### src/rtl/rr_fifo_router.sv
// Multi-channel ingress router: one FIFO per input channel, fair round-robin
// selection into a single registered output stage drained by a yumi consumer.
module rr_fifo_router #(
    parameter int unsigned NUM_IN       = 4,
    parameter int unsigned DATA_W       = 32,
    parameter int unsigned DEPTH        = 16,
    parameter int unsigned AFULL_THRESH = 14
) (
    input  logic                        clk,
    input  logic                        rst_n,
    input  logic [NUM_IN-1:0]           in_valid_i,
    input  logic [NUM_IN*DATA_W-1:0]    in_data_i,
    output logic [NUM_IN-1:0]           in_ready_o,
    output logic [DATA_W-1:0]           data_o,
    output logic [$clog2(NUM_IN)-1:0]   src_o,
    output logic                        valid_o,
    input  logic                        yumi_i,
    output logic                        busy_o
);

    localparam int unsigned SRC_W = $clog2(NUM_IN);
    localparam int unsigned CNT_W = $clog2(DEPTH + 1);
    localparam int unsigned PTR_W = $clog2(DEPTH);

    logic [DATA_W-1:0] mem    [NUM_IN][DEPTH];
    logic [CNT_W-1:0]  count  [NUM_IN];
    logic [PTR_W-1:0]  wr_ptr [NUM_IN];
    logic [PTR_W-1:0]  rd_ptr [NUM_IN];

    logic [SRC_W-1:0]  rr_ptr;
    logic [SRC_W-1:0]  grant;
    logic [SRC_W-1:0]  scan_idx;
    logic              found;
    logic              load_en;
    logic              afull;
    logic [NUM_IN-1:0] push;
    logic [NUM_IN-1:0] pop;
    logic [DATA_W-1:0] head;

    // Acceptance depends only on registered occupancy, so a full FIFO never
    // takes a word even in a cycle where it is also being popped.
    always_comb begin
        in_ready_o = '0;
        push       = '0;
        afull      = 1'b0;
        for (int i = 0; i < int'(NUM_IN); i++) begin
            in_ready_o[i] = (count[i] < CNT_W'(DEPTH));
            push[i]       = in_valid_i[i] & in_ready_o[i];
            if (count[i] >= CNT_W'(AFULL_THRESH)) begin
                afull = 1'b1;
            end
        end
    end

    // First non-empty channel at or after rr_ptr, wrapping modulo NUM_IN.
    always_comb begin
        found    = 1'b0;
        grant    = '0;
        scan_idx = '0;
        for (int unsigned k = 0; k < NUM_IN; k++) begin
            scan_idx = SRC_W'((32'(rr_ptr) + k) % NUM_IN);
            if (!found && (count[scan_idx] != '0)) begin
                found = 1'b1;
                grant = scan_idx;
            end
        end
    end

    always_comb begin
        load_en = found & (~valid_o | yumi_i);
        pop     = '0;
        for (int i = 0; i < int'(NUM_IN); i++) begin
            pop[i] = load_en & (grant == SRC_W'(i));
        end
        head = mem[grant][rd_ptr[grant]];
    end

    // Payload storage carries no reset; pointers and counts define validity.
    always_ff @(posedge clk) begin
        for (int i = 0; i < int'(NUM_IN); i++) begin
            if (push[i]) begin
                mem[i][wr_ptr[i]] <= in_data_i[i*int'(DATA_W) +: DATA_W];
            end
        end
    end

    always_ff @(posedge clk or negedge rst_n) begin
        if (!rst_n) begin
            for (int i = 0; i < int'(NUM_IN); i++) begin
                count[i]  <= '0;
                wr_ptr[i] <= '0;
                rd_ptr[i] <= '0;
            end
        end else begin
            for (int i = 0; i < int'(NUM_IN); i++) begin
                if (push[i]) begin
                    wr_ptr[i] <= wr_ptr[i] + PTR_W'(1);
                end
                if (pop[i]) begin
                    rd_ptr[i] <= rd_ptr[i] + PTR_W'(1);
                end
                if (push[i] && !pop[i]) begin
                    count[i] <= count[i] + CNT_W'(1);
                end else if (!push[i] && pop[i]) begin
                    count[i] <= count[i] - CNT_W'(1);
                end
            end
        end
    end

    // Output stage: reload on grant, otherwise drop valid once the word is taken.
    always_ff @(posedge clk or negedge rst_n) begin
        if (!rst_n) begin
            data_o  <= '0;
            src_o   <= '0;
            valid_o <= 1'b0;
            rr_ptr  <= '0;
            busy_o  <= 1'b0;
        end else begin
            busy_o <= afull;
            if (load_en) begin
                data_o  <= head;
                src_o   <= grant;
                valid_o <= 1'b1;
                rr_ptr  <= (grant == SRC_W'(NUM_IN - 1)) ? '0 : grant + SRC_W'(1);
            end else if (yumi_i) begin
                valid_o <= 1'b0;
            end
        end
    end

    for (genvar g = 0; g < int'(NUM_IN); g++) begin : g_guard
        a_no_overflow: assert property (@(posedge clk) disable iff (!rst_n)
            !(push[g] && (count[g] == CNT_W'(DEPTH))));
        a_no_underflow: assert property (@(posedge clk) disable iff (!rst_n)
            !(pop[g] && (count[g] == '0)));
    end

endmodule

### config.mk
export PLATFORM = sky130hd
export DESIGN_NAME = rr_fifo_router
export DESIGN_NICKNAME = d
export VERILOG_FILES = /design/src/rtl/rr_fifo_router.sv
export SDC_FILE = /design/constraint.sdc
export NUM_CORES = 2
export LEC_CHECK = 0
export ABC_AREA = 1
export ABC_CLOCK_PERIOD_IN_PS = 3900
export CAP_MARGIN = 15
export CORE_ASPECT_RATIO = 0.8
export CORE_MARGIN = 4
export CORE_UTILIZATION = 40
export CTS_BUF_LIST = sky130_fd_sc_hd__clkbuf_4 sky130_fd_sc_hd__clkbuf_8 sky130_fd_sc_hd__clkbuf_16
export DETAILED_ROUTE_END_ITERATION = 12
export GPL_TIMING_DRIVEN = 0
export HOLD_SLACK_MARGIN = 0.06
export PLACE_DENSITY = 0.53
export SYNTH_ARGS = -nofsm -noshare
export SYNTH_HDL_FRONTEND = slang
export SYNTH_SLANG_ARGS = --single-unit
### constraint.sdc
create_clock -name clk -period 3.9 [get_ports clk]
set_input_delay 0.585 -clock clk [delete_from_list [all_inputs] [get_ports clk]]
set_output_delay 0.585 -clock clk [all_outputs]
set_load 0.02 [all_outputs]
==> metrics.md <==
| Metric | Value |
|---|---|
| TritonCTS Buffers | 220 |
| Endpoints failing hold | 0 |
| Yosys cell types | 33 |
| TNS Setup | -35.85 ps |
| Final Routed Wirelength | 397700 µm |
| Vias in the first global route | 65350 |
| Pre-CTS WS | -1619 ps |
| Die ar. | 0.2314 mm² |
| Initial core utilization | 0.4041 |
| Clock Skews | 46.31 ps |
| Clk sink count | 2138 |
| DRT iter0 DRCs | 12500 |
| Vias per cell | 6.014 |
| Core ar. | 0.2214 mm² |
| Worst-Margin Slew | 1420 ps |
| # IOs | 175 |
| Max Buffers Root-to-Sink | 4 |
| Routed wire per std cell | 34.27 µm |
| GRT Total Usage | 0.3343 |
| Largest net degree at the start of global routing | 66 |
| Worst r2r dst | data_o[4] |
| Syn_nets | 8060 |
| R2R setup slack | -40 ps |
| First-pass GRT wire length | 533000 µm |
| Die W | 536.8 µm |
| CTS tree | built |
| Synth top area cells | edfxtp_1 69%, nand3_1 14%, nand2_1 10% |
| Port Buffers | 174 |
| Crit path time final | 3936 ps |
| CP Cell Sequence | clkinv_4 > buf_4 > nand3_1 > nand2_1 > nand3_2 > nand2_4 > buf_4 > nand4_4 > buf_12 > buf_8 > buf_2 > buf_2 > nand3_1 > nand3_1 > nand2_1 > nand2_1 > nand3_1 > nand3_1 > nand3_1 > nand2_1 > nand2_1 > nand2_1 |
| Area grow syn2layout | 20.43% |
| Area of the multi-input gates | 0.02426 mm² |
| Fin worst setup slack | -35.85 ps |
| Worst R2R Path Depth | 22 |
| RePlAce Congestion | 0.9996 |
| Synthesized flop and latch total | 2138 |
| Max-slew violations | 0 |
| Antenna Nets Post-Route | 0 |
| Fin nets | 8627 |
| Maxcap violations | 0 |
| GRT overflow | 0 |
| Required @ worst endpoint | 4720 ps |
| Cell taking the most area after synthesis | edfxtp_1 |
| Setup violators final | 1 |
| Clk_lat worst skew | 900 ps |
| Failing checks | setup timing |
| Post-synthesis sequential area ratio | 0.7125 |
| CP endpoint kind | register |
| End-of-flow core utilization | 0.4867 |
| Initial antenna violation count | 64 |
| Post-synth top area share | 0.6873 |
| CTS H-tree lvls | 4 |
| Worst Hold Path EP | mem[3][274] |
| Residual DRC | 0 |
| Rows | 154 |
| Die Y | 431.0 µm |
| R2r startpoint | rr_ptr[0] |
| Syn avg cell area | 11.35 µm² |
| Relative slew slack | 0.05039 |
| Routed via count | 69810 |
| CP max FO | 10 |
| RSZ-0062 raised after global routing | true |
| Worst hold start | in_data_i[114] |
| Share of layout cells above drive strength 1 | 0.1496 |
| Max incr delay on CP | 530 ps |
| Synth warnings | 0 |
| Outcome | complete, but fails checks |
| Worst hold path cell count | 1 |
| Post-Synthesis Cell Area | 0.08947 mm² |
| Root Buffer | clkbuf_16 |
| Worst hold path class | in2reg |
| Tcrit/Tclk final | 1.009 |
| Cell at the slowest stage of the critical path | buf_2 |
| Reg clk slew, reported paths | 60 ps |
| Hold Slack | 325.8 ps |
| Post-Syn Instances | 7881 |
| CP startpoint kind | register |
| HPWL Detailed | 288300 µm |
| DR pass1 iterations | 7 |
| Critical path class | reg2reg |
| # fillers | 19840 |
| Arrival time of the worst setup path | 4760 ps |
| Sequential standard cell area | 0.06376 mm² |
| Fmax | 254.1 MHz |
-- per-stage QoR --
step	cells	instance area (µm²)
floorplan	7881	89470
global placement	11020	94920
detailed placement	11130	97520
CTS	11550	106100
global route	11590	107700
finish	11610	107800
-- critical path, delay by kind of cell, from the launching register on --
family	cells	cell delay, ps
buffers and inverters	7	1800
and+or+nand+nor	15	1670
DFF	1	420
-- layer usage --
layer,vias to the layer above,share of wire,GRT usage
met5,-,0.00019,0
met4,10,0.041,0.1184
met3,851,0.15,0.1008
met2,5388,0.44,0.5038
met1,34430,0.38,0.4596
li1,29130,-,-
-- cells in the mapped netlist --
library cell	count
nand3_1	2429
nand2_1	2426
edfxtp_1	2048
buf_2	265
clkbuf_1	258
nor2_1	108
dfrtp_1	90
inv_1	58
ha_1	40
xor2_1	26
buf_1	22
a21oi_1	18
o21ai_0	17
buf_4	12
a31oi_1	7
nand4_1	7
clkinv_1	6
inv_2	6
nand2_2	6
xnor2_1	6
fa_1	4
or2_2	4
buf_6	3
nor3_1	3
a21o_1	2
nor4_1	2
o21ai_1	2
a211oi_1	1
and2_1	1
mux2_2	1
nand4_2	1
o211ai_1	1
o22ai_1	1
-- state kept, by name (all words and copies together), names as in the netlist --
register  count
count        20
rr_ptr        2
wr_ptr       16
mem        2048
src_o         2
rd_ptr       16
valid_o       1
busy_o        1
data_o       32
-- timing repair --
action                                 CTS  global route
endpoints found under the hold margin   64             0
gates cloned                             0             4
hold buffers                             1             0
gates resized for setup                415           449
buffers inserted                        18            30
setup endpoints to repair               71            41
pin swaps                                7            31
-- final cells by class --
class / count / area share
clock inverter: 123 / 0.01179
tap: 2964 / 0.03442
multi-input combinational: 5113 / 0.2252
clock buffer: 275 / 0.05582
inverter: 70 / 0.002729
buffer: 554 / 0.03365
sequential: 2138 / 0.5917
antenna: 19 / 0.0004413
timing repair buffer: 351 / 0.04428
-- worst max path at each step --
stage | startpoint | end
after floorplan | rr_ptr[0] | count[4]
after global placement | rst_n | data_o[4]
after detailed placement | rr_ptr[0] | count[19]
after CTS | rr_ptr[0] | count[19]
after global routing | rr_ptr[0] | count[19]
final | rr_ptr[0] | data_o[4]
-- layout by cell type (no fill, tap or decap), types with 8 or more instances in the layout --
master           count
xor2_1              26
clkbuf_1            41
clkinv_2            42
inv_2                9
ha_4                13
nand3_2             44
diode_2             19
clkbuf_4           137
nand2_1           2401
buf_6               37
edfxtp_1          2048
dfrtp_1             84
o21ai_0             15
clkbuf_2           134
clkbuf_16          235
nand2_4              9
buf_8               27
nand3_4             16
clkdlybuf4s50_1    132
nor2_4              65
nand3_1           2369
nor2_1              33
bufinv_16           26
nor2_2              10
clkbuf_8             8
buf_4              102
buf_16              37
inv_1               51
buf_12              79
ha_1                26
nand2_2             19
a21oi_1             14
clkinv_1            52
buf_2              202
-- logic make-up after synthesis --
logic type / count (synthesis) / share of synthesized area
flops: 2138 / 0.7125
fa+ha+maj: 44 / 0.006489
buf+inv: 630 / 0.03089
xor+xnor: 32 / 0.003132
simple gates: 4987 / 0.2439
compound gates: 49 / 0.002965
mux: 1 / 0.0001258
Power is left out: the tool's default activity adds up to more than one toggle a clock period on the data nets, which glitch-free logic cannot reach.
